<file path="config.mk">
export PLATFORM = sky130hd
export DESIGN_NAME = serial_add16
export DESIGN_NICKNAME = d
export VERILOG_FILES = /design/src/rtl/serial_add_pkg.sv /design/src/rtl/add_slice2.sv /design/src/rtl/serial_add16.sv
export SDC_FILE = /design/constraint.sdc
export NUM_CORES = 1
export LEC_CHECK = 0
export ABC_AREA = 1
export BUFFER_PORTS_ARGS = -buffer_cell sky130_fd_sc_hd__buf_2
export CAP_MARGIN = 40
export CORE_MARGIN = 8
export CORE_UTILIZATION = 50
export CTS_CLUSTER_DIAMETER = 120
export CTS_CLUSTER_SIZE = 12
export DETAILED_ROUTE_END_ITERATION = 6
export GPL_TIMING_DRIVEN = 0
export PLACE_DENSITY_LB_ADDON = 0.2
export RECOVER_POWER = 25
export SETUP_SLACK_MARGIN = 0.1
export SLEW_MARGIN = 20
export SYNTH_ARGS = -nofsm -noshare
export SYNTH_HDL_FRONTEND = slang
export SYNTH_HIERARCHICAL = 1
export SYNTH_SLANG_ARGS = --single-unit
</file>
<file path="constraint.sdc">
create_clock -name clk -period 1.6 [get_ports clk]
set_input_delay 0.16 -clock clk [delete_from_list [all_inputs] [get_ports clk]]
set_output_delay 0.16 -clock clk [all_outputs]
set_load 0.005 [all_outputs]
</file>
<file path="src/rtl/serial_add_pkg.sv">
`default_nettype none
// ============================================================================
// Module   : serial_add_pkg
// Purpose  : Shared types and constants for the serial 16-bit adder.
// Revision : 1.0  initial release
// ============================================================================
package serial_add_pkg;

  // Bits consumed per RUN cycle by the adder slice
  localparam int SLICE_W = 2;

  // Sequencer states
  typedef enum logic [1:0] {
    ST_IDLE = 2'd0,
    ST_RUN  = 2'd1,
    ST_DONE = 2'd2
  } state_t;

endpackage
`default_nettype wire

</file>
<file path="src/rtl/add_slice2.sv">
`default_nettype none
// ============================================================================
// Module   : add_slice2
// Purpose  : Combinational 2-bit adder slice with carry in / carry out.
// Revision : 1.0  initial release
// ============================================================================
module add_slice2
  import serial_add_pkg::*;
(
  input  logic [SLICE_W-1:0] a,
  input  logic [SLICE_W-1:0] b,
  input  logic               ci,
  output logic [SLICE_W-1:0] s,
  output logic               c
);

  // Extend by one bit so the carry lands in the MSB of the result
  assign {c, s} = {1'b0, a} + {1'b0, b} + {{SLICE_W{1'b0}}, ci};

endmodule
`default_nettype wire

</file>
<file path="src/rtl/serial_add16.sv">
`default_nettype none
// ============================================================================
// Module   : serial_add16
// Purpose  : Multi-cycle adder. Operands are accepted over a valid/ready
//            handshake, walked LSB-first through a 2-bit slice with a
//            registered carry, and the result is offered on an output
//            handshake.
// Options  : SERIAL_ADD_SUB_EN - adds the 'sub' input; sub=1 computes a-b.
// Revision : 1.0  initial release
// ============================================================================
module serial_add16
  import serial_add_pkg::*;
#(
  parameter int WIDTH = 16
) (
  input  logic             clk,
  input  logic             rst,
  input  logic             in_valid,
  output logic             in_ready,
  input  logic [WIDTH-1:0] a,
  input  logic [WIDTH-1:0] b,
  input  logic             cin,
`ifdef SERIAL_ADD_SUB_EN
  input  logic             sub,
`endif
  output logic             out_valid,
  input  logic             out_ready,
  output logic [WIDTH-1:0] sum,
  output logic             cout
);

  localparam int c_n     = WIDTH / SLICE_W;
  localparam int c_cnt_w = (c_n > 1) ? $clog2(c_n) : 1;
  localparam logic [c_cnt_w-1:0] c_last = c_cnt_w'(c_n - 1);

  state_t r_state;
  state_t w_state_next;

  logic [WIDTH-1:0]   r_a_sh;
  logic [WIDTH-1:0]   r_b_sh;
  logic               r_carry;
  logic [c_cnt_w-1:0] r_count;
  logic [WIDTH-1:0]   r_sum;
  logic               r_cout;

  logic [SLICE_W-1:0] w_s;
  logic               w_c;
  logic [WIDTH-1:0]   w_sum_next;
  logic               w_accept;
  logic               w_last;
  logic [WIDTH-1:0]   w_b_load;
  logic               w_cin_load;

  // Subtraction reuses the adder: a + ~b + 1
`ifdef SERIAL_ADD_SUB_EN
  assign w_b_load   = sub ? ~b : b;
  assign w_cin_load = sub ? 1'b1 : cin;
`else
  assign w_b_load   = b;
  assign w_cin_load = cin;
`endif

  // Handshake outputs come only from registered state (plus reset gating)
  assign in_ready  = (r_state == ST_IDLE) && !rst;
  assign out_valid = (r_state == ST_DONE);
  assign sum       = r_sum;
  assign cout      = r_cout;

  assign w_accept = in_valid && in_ready;
  assign w_last   = (r_count == c_last);

  add_slice2 u_slice (
    .a  (r_a_sh[SLICE_W-1:0]),
    .b  (r_b_sh[SLICE_W-1:0]),
    .ci (r_carry),
    .s  (w_s),
    .c  (w_c)
  );

  // Partial-result accumulator: new slice bits enter at the top, so after
  // c_n shifts the full sum is assembled LSB-first. Only the upper bits need
  // storage; the newest slice goes straight into the final result.
  generate
    if (WIDTH > SLICE_W) begin : g_sum_sh
      logic [WIDTH-SLICE_W-1:0] r_sum_sh;

      // Shift one completed slice in per RUN cycle
      always_ff @(posedge clk) begin
        if (rst) begin
          r_sum_sh <= '0;
        end else if (r_state == ST_RUN) begin
          r_sum_sh <= w_sum_next[WIDTH-1:SLICE_W];
        end
      end

      assign w_sum_next = {w_s, r_sum_sh};
    end else begin : g_sum_direct
      assign w_sum_next = w_s;
    end
  endgenerate

  // State register
  always_ff @(posedge clk) begin
    if (rst) begin
      r_state <= ST_IDLE;
    end else begin
      r_state <= w_state_next;
    end
  end

  // Next-state decode
  always_comb begin
    w_state_next = r_state;
    case (r_state)
      ST_IDLE: if (w_accept)  w_state_next = ST_RUN;
      ST_RUN:  if (w_last)    w_state_next = ST_DONE;
      ST_DONE: if (out_ready) w_state_next = ST_IDLE;
      default:                w_state_next = ST_IDLE;
    endcase
  end

  // Operand capture, slice stepping, and result latch
  always_ff @(posedge clk) begin
    if (rst) begin
      r_a_sh  <= '0;
      r_b_sh  <= '0;
      r_carry <= 1'b0;
      r_count <= '0;
      r_sum   <= '0;
      r_cout  <= 1'b0;
    end else begin
      case (r_state)
        ST_IDLE: begin
          if (w_accept) begin
            r_a_sh  <= a;
            r_b_sh  <= w_b_load;
            r_carry <= w_cin_load;
            r_count <= '0;
          end
        end
        ST_RUN: begin
          r_a_sh  <= r_a_sh >> SLICE_W;
          r_b_sh  <= r_b_sh >> SLICE_W;
          r_carry <= w_c;
          r_count <= r_count + 1'b1;
          if (w_last) begin
            r_sum  <= w_sum_next;
            r_cout <= w_c;
          end
        end
        default: ;
      endcase
    end
  end

endmodule
`default_nettype wire

</file>
; Yosys cells after proc, flatten, opt, wreduce, memory -nomap -nowiden
; Index checks and enable logic that the tools add are counted.
[totals]
regBits = 69
latchBits = 0
mem_bits_rw = 0
rom_bits = 0
in_bits = 37
output_inout_bits = 19
wordCells = 37
mem_count = 0
[classes]
addsub = 3
multipliers = 0
div_mod_pow = 0
magnitude_cmp = 0
n_eq_ne = 6
n_shift = 0
n_mux = 12
n_bitwise = 0
n_reduce_logical = 8
[op_table]
columns = operator, count
row1 = one-hot mux 16 bit (2 select lines), 2
row2 = 2-to-1 mux 16 bit, 2
row3 = 2-to-1 mux 2 bit, 3
row4 = one-hot mux 2 bit (3 select lines), 1
row5 = one-hot mux 3 bit (2 select lines), 1
row6 = "!= test 2 bit, second input constant", 2
row7 = AND reduction 2 bit, 2
row8 = adder 2 x 2 -> 3 bit, 1
row9 = adder 3 x 1 -> 3 bit, 1
row10 = "adder 3 x 1 -> 3 bit, second input constant", 1
row11 = "equality test 3 bit, second input constant", 1
row12 = 2-to-1 mux 3 bit, 1
row13 = AND reduction 3 bit, 1
row14 = "equality test 2 x 1 -> 1 bit, second input constant", 1
row15 = "equality test 2 bit, second input constant", 1
row16 = logical AND 1 bit, 2
row17 = zero test 2 bit, 1
row18 = "!= test 2 x 1 -> 1 bit, second input constant", 1
row19 = one-hot mux 1 bit (2 select lines), 1
row20 = nonzero test 2 bit, 1
row21 = zero test 1 bit, 1
row22 = 2-to-1 mux 1 bit, 1

; Longest topological paths before layout
; Gate-level depths: netlist (run 1).
[logic_depth]
depth_word = 5
mapped_depth = 8
ltp_nobuf = 8

; Modules after synthesis
; The synthesis (run 1) kept the hierarchy.
[by_module_without_submodules]
columns = mod, n_inst, cells_per_inst, area_each_um2, seq_area_each_um2
row1 = serial_add16, 1, 476, 3301.9, 1381.3
row2 = add_slice2, 1, 10, 70.1, 0.0

; Worst setup path before layout (run 1)
; Ideal clock, no wire load.
[synth_timing]
path_kind = reg2reg
startpoint = register r_a_sh[0]
endpoint = register g_sum_sh.r_sum_sh[13]
t_arrival_ns = 1.480
required_ns = 1.484
slack_ns = 0.004
path_stages_with_launch = 7
path_buffers = 0
synth_period_minus_slack_ns = 1.596
path_cell_list = dfxtp_1 inv_1 fa_1 fa_1 inv_1 o21ai_0 nor2_1
[synth_via]
elab_chain_cells = 2
[synth_rtl]
columns = item, line
row1 = "start, declared", serial_add16.sv:39  ; logic [WIDTH-1:0] r_a_sh;
row2 = "start signal, assigned", serial_add16.sv:142  ; r_a_sh <= r_a_sh >> SLICE_W;
row3 = adder 2 x 2 -> 3 bit, add_slice2.sv:18  ; assign {c, s} = {1'b0, a} + {1'b0, b} + {{SLICE_W{1'b0}}, ci};
row4 = adder 3 x 1 -> 3 bit, add_slice2.sv:18
row5 = named net w_s[1], serial_add16.sv:46  ; logic [SLICE_W-1:0] w_s;
row6 = "end signal, assigned", serial_add16.sv:92  ; r_sum_sh <= w_sum_next[WIDTH-1:SLICE_W];
row7 = "end, declared", serial_add16.sv:85  ; logic [WIDTH-SLICE_W-1:0] r_sum_sh;
; The timed path passes the listed nets, and every way through them passes these cells.
; A chain may end at the register's enable or synchronous reset.

; Worst setup path after layout (run 1)
[layout_timing]
startpoint = register r_carry
endpoint = register g_sum_sh.r_sum_sh[13]
[layout_via]
elab_chain_cells = 1
[layout_rtl]
columns = item, line
row1 = "start, declared", serial_add16.sv:41  ; logic r_carry;
row2 = "start signal, assigned", serial_add16.sv:137  ; r_carry <= w_cin_load;
row3 = "start signal, assigned", serial_add16.sv:144  ; r_carry <= w_c;
row4 = adder 3 x 1 -> 3 bit, add_slice2.sv:18
row5 = named net w_s[1], serial_add16.sv:46
; The timed path passes the listed nets, and every way through them passes these cells.

==> metrics.txt, run 1 <==
DIE AREA a little under 10000 sq um; count of final hold-check violations 0; worst hold path type primary input to flip-flop; RSZ-0062 raised after global routing true; Reg2Reg Depth 6; DRT antenna net count 0; root buf cell clkbuf_8; Die Y-Extent around 98 um; worst r2r src r_carry; CP Class flip-flop to flip-flop; vias per inst 4.98; Final WS setup -0.00192 ns; Syn Nets ~530; Remaining DRCs 0; skew final around 0.0079 ns; WHS ~0.058 ns; failing checks negative setup slack; clk buf depth 2; Pleak about 1.9 nW; Reg clk slew, reported paths around 0.08 ns; H-tree depth 3; DR iter-0 viols approximately 190; number of antenna diodes 0; Final setup viols 1; Tightest Pin Transition between 0.5 and 0.6 ns; status finished with violations; Crit. Startpoint r_carry; PortBufs 54; Pwr Density 1040 nW/um^2; Num CTS Buffers 9; Syn Inst Count ~490; initial antenna violation count 0; area share of the leading cell type in the synthesized netlist 0.410; CP arrival between 1.5 and 2 ns; Post-CTS Setup Inserts 0; Yosys top cell by area dfxtp_1; Slew Limit Fails 0; Total GRT Usage 0.181; GR Overflow Total 0; CP Data Required Time about 1.8 ns; #FFs+latches synth slightly below 70; 1st-pass router iterations 5; die width 98.1 um; startpoint types flip-flop; maximum clock frequency roughly 620 MHz; nets approximately 590; DP HPWL slightly below 6 mm; initial core utilization 0.508; Max VDD drop a little under 0.5 mV; Clk Latency, worst-skew pair ~0.34 ns; Final Cycle Share 1.00; CP endpoint kind flip-flop; gpl congestion around 0.79; share of cells above drive strength 1 0.207; I/O pin cnt 56; largest fanout on the critical path 2; wirelength, routed just over 8 mm; max cap viols 0; CTS Sinks 69; Syn. warnings 6; core area 6640 sq um; post-synthesis sequential area ratio 0.410; global-route wire length before repair roughly 15 mm; # fillers 641; CTS tree done; largest net degree at the start of global routing 13; Post-Syn Area 3370 sq um; Area contributors post-synth dfxtp_1, nand2_1, nand3_1, nor2_1, a21oi_1; WHS Path Cells 2; Hold Crit Start rst; vias in the first global route 3105; # rows 30; final non-filler cell total about 640; Syn-to-layout area delta 18.1%; DR vias between 3000 and 4000; Inst Count DP between 600 and 700; min cycle time layout between 1.5 and 2 ns; Cell variety after synth 27; WL/cell approximately 13 um; Avg Cell Area, Syn about 7 sq um; Slew headroom 0.661
[synthesized netlist by cell type (all sizes together)]
master  instances
o21ai          17
buf            30
nand4           1
or2             1
clkbuf          8
nand3          79
inv            46
nor2           64
nand2         114
fa              2
dfxtp          69
ha              2
a21oi          52
nor3            1
[power breakdown]
group,internal [mW],switching (mW)
registers,1.83,0.0624
clock network,0.917,0.669
logic,0.265,0.402
total,3.02,1.13
[path summary, 6_finish.rpt]
path	to	slack, ns
worst min register to register	sum[6]	0.46
worst min-delay path	r_state[0]	0.06
worst max register to register	g_sum_sh.r_sum_sh[13]	-0.002
worst max-delay path	g_sum_sh.r_sum_sh[13]	-0.002
[area by class of cell]
type	count	area, sq um	share of cell area
buffer	38	262	0.0657
multi-input combinational	333	1580	0.397
tap	80	100	0.0251
clock buffer	10	138	0.0346
inverter	46	178	0.0446
sequential	69	1390	0.348
clock inverter	6	86.3	0.0217
timing repair buffer	54	253	0.0635
[worst max-delay path, cell delays in order, from the launching register on]
cell,delay (ns)
dfxtp_2,0.34
inv_2,0.04
fa_2,0.38
fa_2,0.54
inv_2,0.06
o21ai_2,0.10
nor2_1,0.04
[flip-flops by register name (all words and copies together) (netlist names)]
name and cells:
cout 1, g_sum_sh.r_sum_sh 14, r_a_sh 16, r_b_sh 16, r_carry 1, r_count 3
r_state 2, sum 16
[through the flow]
step | cell area [sq um] | setup TNS [ns] | worst slack, ns | power (mW) | util
finish | 3980 | -0.00192 | -0.00192 | 4.15 | 0.599
global route | 3980 | -0.108 | -0.0389 | 4.35 | 0.599
CTS | 3980 | -0.0136 | -0.00947 | 4.16 | 0.599
detailed placement | 3750 | -0.00872 | -0.00872 | 2.58 | 0.564
global placement | 3750 | -0.00484 | -0.00484 | 2.57 | 0.564
floorplan | 3380 | 0 | 0.101 | 2.41 | -
[kinds of logic (layout without fill, tap and decap cells)]
| group | count (synthesis) | in the layout | synth area share |
|---|---|---|---|
| and+or+nand+nor | 260 | 260 | 0.335 |
| buffers and inverters | 84 | 154 | 0.128 |
| AOI/OAI and AO/OA | 69 | 69 | 0.108 |
| DFF | 69 | 69 | 0.410 |
| adders and majority gates | 4 | 4 | 0.0193 |
[metal layers]
| metal | track usage | vias up | wire length [um] | share of wire |
|---|---|---|---|---|
| met5 | 0 | - | 0 | 0 |
| met4 | 0.0588 | 0 | 58 | 0.0070 |
| met2 | 0.283 | 60 | 3700 | 0.45 |
| met3 | 0.0484 | 4 | 402 | 0.049 |
| met1 | 0.236 | 1432 | 4090 | 0.50 |
| li1 | - | 1673 | - | - |
[placed cells by master, fill, tap and decap left out, drive strengths merged]
master    Yosys  routed
nand2       114     114
nand3        79      79
dfxtp        69      69
buf          30      68
nor2         64      64
a21oi        52      52
inv          46      46
clkbuf        8      34
o21ai        17      17
clkinv        0       3
ha            2       2
bufinv        0       2
fa            2       2
nor3          1       1
nand4         1       1
or2           1       1
clkinvlp      0       1
[what timing repair did]
action / in CTS / in global routing
hold buffers: 0 / 0
endpoints found under the hold margin: 0 / 0
endpoints found under the setup margin: 14 / 15
resized for setup: 8 / 10
pin swaps: 5 / 4
Note: power is estimated with default switching activity, not from simulation.
==> run 2, diff against run 1 <==
--- a/config.mk
+++ b/config.mk
@@ -8,8 +8,8 @@
 export ABC_AREA = 1
 export BUFFER_PORTS_ARGS = -buffer_cell sky130_fd_sc_hd__buf_2
 export CAP_MARGIN = 40
-export CORE_MARGIN = 8
-export CORE_UTILIZATION = 50
+export CORE_MARGIN = 5
+export CORE_UTILIZATION = 35
 export CTS_CLUSTER_DIAMETER = 120
 export CTS_CLUSTER_SIZE = 12
 export DETAILED_ROUTE_END_ITERATION = 6
==> constraint.sdc (replaced) <==
create_clock -name clk -period 1.46 [get_ports clk]
set_input_delay 0.146 -clock clk [delete_from_list [all_inputs] [get_ports clk]]
set_output_delay 0.146 -clock clk [all_outputs]
set_load 0.005 [all_outputs]
==> run 2 against run 1 <==
The flow still finishes with violations (negative setup slack). Die area increased by 22%. Sequential cell count unchanged. Cell count grew 9.3%. Count of clock-buffer cells in the layout rose by 2. Clock power about the same. Combinational power grew 12%. Sequential power increased by 9%. Design area grew 5.0%. Largest cell class unchanged.
==> metrics.txt, run 2 (synthesis results as in run 1) <==
Final Cycle Share 1.09 (+0.0883); gpl congestion 0.747 (-5.0%); Bufs and invs on worst path 2 (unchanged); Num CTS Buffers 9 (unchanged); Remaining DRCs 0 (unchanged); Pwr Density 1050 nW/um^2 (+0.80%); startpoint types flip-flop; Max VDD drop 0.389 mV (-19%); CP Data Required Time 1.67 ns (-0.17 ns); most common cell after layout, fill and taps aside nand2_1; Slew headroom 0.665 (+0.00465); CTS Sinks 69 (unchanged); failing checks negative setup slack; CP cell instances inv_2, fa_2, fa_2, inv_2, nand3_2, a21oi_2; slowest library cell on the worst path fa_2; Reg clk slew, reported paths 0.07 ns (about the same); Syn-to-layout area delta 23.9%; largest fanout on the critical path 2 (unchanged); DR iter-0 viols 134 (-31%); most frequent cells in the layout nand2_1, nand3_1, dfxtp_1, nor2_1, buf_2; Final setup viols 3 (+2); initial antenna violation count 0 (unchanged); CTS tree done; worst hold path type primary input to flip-flop; DIE AREA 11700 sq um (+22%); Place WS -0.178 ns (-0.169 ns); die width 108 um (+10%); CP arrival 1.80 ns (-0.04 ns); core area 9330 sq um (+40%); I/O pin cnt 56 (unchanged); Slew Limit Fails 0 (unchanged); RSZ-0062 raised after global routing true; CP Class flip-flop to flip-flop; DR vias 3210 (+1.3%); PortBufs 54 (unchanged); WL/cell 12.7 um (-2.0%); vias in the first global route 2999 (-3.4%); vias per inst 4.62 (-7.3%); Clk Latency, worst-skew pair 0.34 ns (about the same); Die Y-Extent 108 um (+10%); share of cells above drive strength 1 0.235 (+0.0281); # rows 35 (+17%); min cycle time layout 1.59 ns (-0.0113 ns); CP endpoint kind flip-flop; Final WS setup -0.131 ns (-0.129 ns); Pleak 1.96 nW (+5.0%); 1st-pass router iterations 4 (-1); GR Overflow Total 0 (unchanged); skew final 0.0142 ns (+0.00636 ns); Hold Crit Start a[15]; clk buf depth 2 (unchanged); wirelength, routed 8.83 mm (+7.0%); TNS Setup -0.292 ns (-0.290 ns); root buf cell clkbuf_8; initial core utilization 0.362 (-0.146); DP HPWL 6.03 mm (+3.1%); DRT antenna net count 0 (unchanged); Finished Core Util 0.448 (-0.151); delay of the slowest critical-path stage 0.53 ns (about the same); H-tree depth 3 (unchanged); Crit. Startpoint r_carry; maximum clock frequency 629 MHz (+0.71%); status finished with violations; count of final hold-check violations 0 (unchanged); global-route wire length before repair 14.5 mm (-0.23%); nets 602 (+1.7%); Crit path max-delay family adder cells; largest net degree at the start of global routing 12 (-1); number of antenna diodes 0 (unchanged); worst r2r src r_carry; Tightest Pin Transition 0.502 ns (-0.00697 ns); Total GRT Usage 0.156 (-0.0251); max cap viols 0 (unchanged)
-- run 2: cell types whose count changed in the layout (fill, tap and decap cells not counted), sizes merged --
cell / delta
bufinv: -1
nand2: +1
clkbuf: -4
buf: +15
clkinv: -1
-- run 2: where the power goes --
group | total, mW | internal [mW] | switching (mW)
sequential | 2.08 | 2.01 | 0.0704
clock | 1.56 | 0.832 | 0.731
combinational | 0.749 | 0.306 | 0.443
total | 4.39 | 3.15 | 1.24
-- run 2: worst min-delay path, delay by kind of cell --
kind	cells	cell delay, ns
buf+inv	1	0.08
simple gates	2	0.11
-- run 2: timing repair --
item | CTS | global route
buffers inserted | 1 | 7
endpoints found under the setup margin | 24 | 21
hold buffers | 0 | 0
resized for setup | 20 | 17
gates cloned | 0 | 2
pin swaps | 0 | 4
-- run 2: cell type report --
class | count | area [sq um]
Timing Repair Buffer | 63 | 345
Fill cell | 990 | 5150
Multi-Input combinational cell | 334 | 1610
Sequential cell | 69 | 1390
Tap cell | 129 | 161
Buffer | 38 | 295
Inverter | 46 | 183
Clock inverter | 4 | 47.5
Clock buffer | 12 | 145
-- run 2: per-stage QoR --
| step | instances | total power [mW] | hold slack (ns) | cell area (sq um) |
|---|---|---|---|---|
| 2_1_floorplan | 486 | 2.64 | 0.281 | 3380 |
| 3_3_place_gp | 669 | 2.82 | 0.383 | 3810 |
| 3_5_place_dp | 669 | 2.84 | 0.384 | 3810 |
| 4_1_cts | 686 | 4.41 | 0.0215 | 4070 |
| 5_1_grt | 695 | 4.64 | 0.0252 | 4180 |
| 6_report | 695 | 4.39 | 0.0333 | 4180 |
-- run 2: path summary, 6_finish.rpt --
path	to	slack, ns	cells past startpoint
max reg2reg	sum[15]	-0.13	6
min	r_a_sh[15]	0.03	3
max	sum[15]	-0.13	6
min reg2reg	r_count[0]	0.45	1
-- run 2: per-layer routing --
| layer | track usage | vias up | routed length [um] |
|---|---|---|---|
| met1 | 0.200 | 1450 | 4090 |
| li1 | - | 1698 | - |
| met3 | 0.0322 | 4 | 351 |
| met2 | 0.257 | 58 | 4310 |
| met5 | 0 | - | 0 |
| met4 | 0.0613 | 0 | 74 |
==> run 3, diff against run 2 <==
--- a/config.mk
+++ b/config.mk
@@ -5,7 +5,6 @@
 export SDC_FILE = /design/constraint.sdc
 export NUM_CORES = 1
 export LEC_CHECK = 0
-export ABC_AREA = 1
 export BUFFER_PORTS_ARGS = -buffer_cell sky130_fd_sc_hd__buf_2
 export CAP_MARGIN = 40
 export CORE_MARGIN = 5
==> run 3 against run 2 <==
The flow still finishes with violations (negative setup slack). Cell count fell by 27%. Design area fell by 8.5%. Total power fell by 2.9%. Core utilization rose by 2.2 points. Wire length fell by 22%. Synthesized area fell by 15%. Clock power rose by 13%. Die area fell by 13%. Highest routed layer unchanged.
==> metrics.txt, run 3 <==
min cycle time layout 1.58 ns (-0.0140 ns); Most Crowded Layer GR met2; I/O pin cnt 56 (unchanged); TNS Setup -0.290 ns (+0.00182 ns); post-synthesis sequential area ratio 0.479 (+0.0695); Cell variety after synth 29 (+7.4%); Yosys top cell by area dfxtp_1; hold bufs inserted after CTS 0 (unchanged); largest net degree at the start of global routing 13 (+1); root buf cell clkbuf_8; area share of the leading cell type in the synthesized netlist 0.479 (+0.0695); Reg-to-Reg End sum[15]; WHS Path Cells 3 (unchanged); met1 usage in global routing 0.186 (-0.0142); Die Y-Extent 101 um (-6.8%); Total GRT Usage 0.134 (-0.0217); flop-to-flop setup slack -0.12 ns (about the same); maximum clock frequency 634 MHz (+0.89%); Synth top cells by count dfxtp_1, nand2_1, a21oi_1; 1st-pass router iterations 4 (unchanged); Syn Nets 363 (-31%); worst hold path type primary input to flip-flop; Main synth FF type dfxtp_1; Post-Syn Area 2880 sq um (-15%); CP endpoint kind flip-flop; clk buf depth 2 (unchanged); DRT antenna net count 0 (unchanged); Area contributors post-synth dfxtp_1, a21oi_1, o221a_1, nand2_1, inv_1; Num CTS Buffers 9 (unchanged); nets 435 (-28%); worst r2r src r_a_sh[0]; GR Layer Usage met2 0.202 (-0.0546); Pwr Density 1110 nW/um^2 (+6.1%); max cap viols 0 (unchanged); # rows 33 (-5.7%); vias in the first global route 2315 (-23%); WL/cell 13.7 um (+8.2%); number of antenna diodes 0 (unchanged); Final WS setup -0.117 ns (+0.0140 ns); global-route wire length before repair 10.8 mm (-25%); CTS Sinks 69 (unchanged); Pleak 1.69 nW (-14%); startpoint types flip-flop; Hold Crit Start out_ready; most frequent cells in the layout dfxtp_1, buf_2, nand2_1, a21oi_1, inv_1; count of final hold-check violations 0 (unchanged); core area 8130 sq um (-13%); DR iter-0 viols 103 (-23%); Slew headroom 0.531 (-0.134); GR Overflow Total 0 (unchanged); Remaining DRCs 0 (unchanged); CP Class flip-flop to flip-flop; # fillers 777 (-22%); Avg Cell Area, Syn 8.95 sq um (+29%); largest fanout on the critical path 2 (unchanged); status finished with violations; wirelength, routed 6.93 mm (-22%); Synth async-reset ratio 0 (unchanged); #FFs+latches synth 69 (unchanged); grt met3 use 0.0346 (+0.00236); CP Data Required Time 1.66 ns (about the same); H-tree depth 3 (unchanged); die width 101 um (-6.8%); Reg clk slew, reported paths 0.07 ns (about the same); DR vias 2450 (-24%); DIE AREA 10200 sq um (-13%); gpl congestion 0.734 (-1.8%); Clk Latency, worst-skew pair 0.33 ns (about the same); RSZ-0062 raised after global routing true; Final Cycle Share 1.08 (-0.00959); Reg2Reg Depth 6 (unchanged); Max VDD drop 0.630 mV (+62%); Tightest Pin Transition 0.704 ns (+0.201 ns); Tot Pwr 4.26 mW (-2.9%); Syn-to-layout area delta 32.7%; Final setup viols 4 (+1); WHS Endpoint r_state[1]; CP arrival 1.78 ns (-0.02 ns); number of synthesized flops with an enable pin 0 (unchanged); initial core utilization 0.354 (-0.00710); Syn. warnings 6 (unchanged); skew final 0.0105 ns (-0.00376 ns); failing checks negative setup slack; Slew Limit Fails 0 (unchanged); most common cell after layout, fill and taps aside dfxtp_1; CTS tree done; initial antenna violation count 0 (unchanged); PortBufs 53 (-1.9%); Finished Core Util 0.470 (+0.0222); DP HPWL 4.71 mm (-22%); share of cells above drive strength 1 0.381 (+0.146); count leader, synth dfxtp_1; Syn Inst Count 322 (-34%); vias per inst 4.86 (+5.2%)
==> run 3: changes by cell type in the layout (fill, tap and decap cells not counted), sizes merged, moves of 3 or more <==
cell	change
o21ai	-17
buf	-11
a2bb2oi	+3
clkbuf	-4
o22ai	+3
a21oi	+9
nor2b	+3
nor2	-57
o221a	+29
inv	-7
nand3	-79
nand2	-49
==> run 3: power breakdown <==
part,total (mW),internal (mW),leakage [nW],switching (mW)
Sequential,2.03,1.98,0.566,0.0564
Combinational,0.474,0.217,1.01,0.257
Clock,1.76,1.02,0.114,0.741
Total,4.26,3.21,1.69,1.05
==> run 3: cell type report <==
class,count,area (sq um),share of cell area
repair buffers,61,350,0.0916
multi-input cells,189,1380,0.361
clock buffers,11,141,0.0370
flip-flops and latches,69,1390,0.362
well taps,105,131,0.0343
inverters,38,143,0.0373
clock inverters,5,82.6,0.0216
plain buffers,26,210,0.0550
==> run 3: through the flow <==
| stage | cell area [sq um] | hold slack [ns] | worst slack [ns] | instances |
|---|---|---|---|---|
| after global routing | 3820 | 0.0572 | -0.165 | 504 |
| after global placement | 3290 | 0.419 | -0.115 | 480 |
| final | 3820 | 0.0784 | -0.117 | 504 |
| after floorplan | 2900 | 0.318 | -0.0354 | 322 |
| after detailed placement | 3290 | 0.410 | -0.107 | 480 |
| after CTS | 3610 | 0.0515 | -0.141 | 502 |
==> run 3: how the worst max path moves through the flow <==
stage / from / to / slack, ns / cells after the start
3_5_place_dp: r_b_sh[0] / g_sum_sh.r_sum_sh[13] / -0.11 / 6
2_1_floorplan: r_carry / g_sum_sh.r_sum_sh[13] / -0.04 / 6
6_report: r_a_sh[0] / sum[15] / -0.12 / 6
4_1_cts: r_a_sh[0] / g_sum_sh.r_sum_sh[13] / -0.14 / 6
3_3_place_gp: r_b_sh[0] / g_sum_sh.r_sum_sh[13] / -0.11 / 6
5_1_grt: r_a_sh[0] / sum[15] / -0.17 / 6
==> run 3: repair_timing <==
action,4_1_cts,5_1_grt
gates cloned,1,0
endpoints found under the setup margin,16,21
endpoints found under the hold margin,0,0
buffers inserted,5,2
pin swaps,2,23
resized for setup,14,58
==> run 3: cells by family (layout without fill, tap and decap cells) <==
logic type | after synthesis | count (layout) | synth area share
buffers and inverters | 64 | 141 | 0.117
and+or+nand+nor | 83 | 83 | 0.125
adders and majority gates | 4 | 4 | 0.0226
DFF | 69 | 69 | 0.479
muxes | 2 | 2 | 0.00694
AOI/OAI and AO/OA | 100 | 100 | 0.250
==> run 3: worst max-delay path, cell delays in order (launching register included) <==
cell	delay (ns)
dfxtp_2	0.34
inv_2	0.04
fa_2	0.38
fa_2	0.54
inv_2	0.05
nand2_2	0.06
a21oi_2	0.05
==> run 3: routing by layer <==
| metal | up-vias | wire (um) |
|---|---|---|
| met5 | - | 0 |
| met4 | 0 | 75 |
| met3 | 4 | 294 |
| met2 | 46 | 3150 |
| met1 | 1161 | 3410 |
| li1 | 1239 | - |
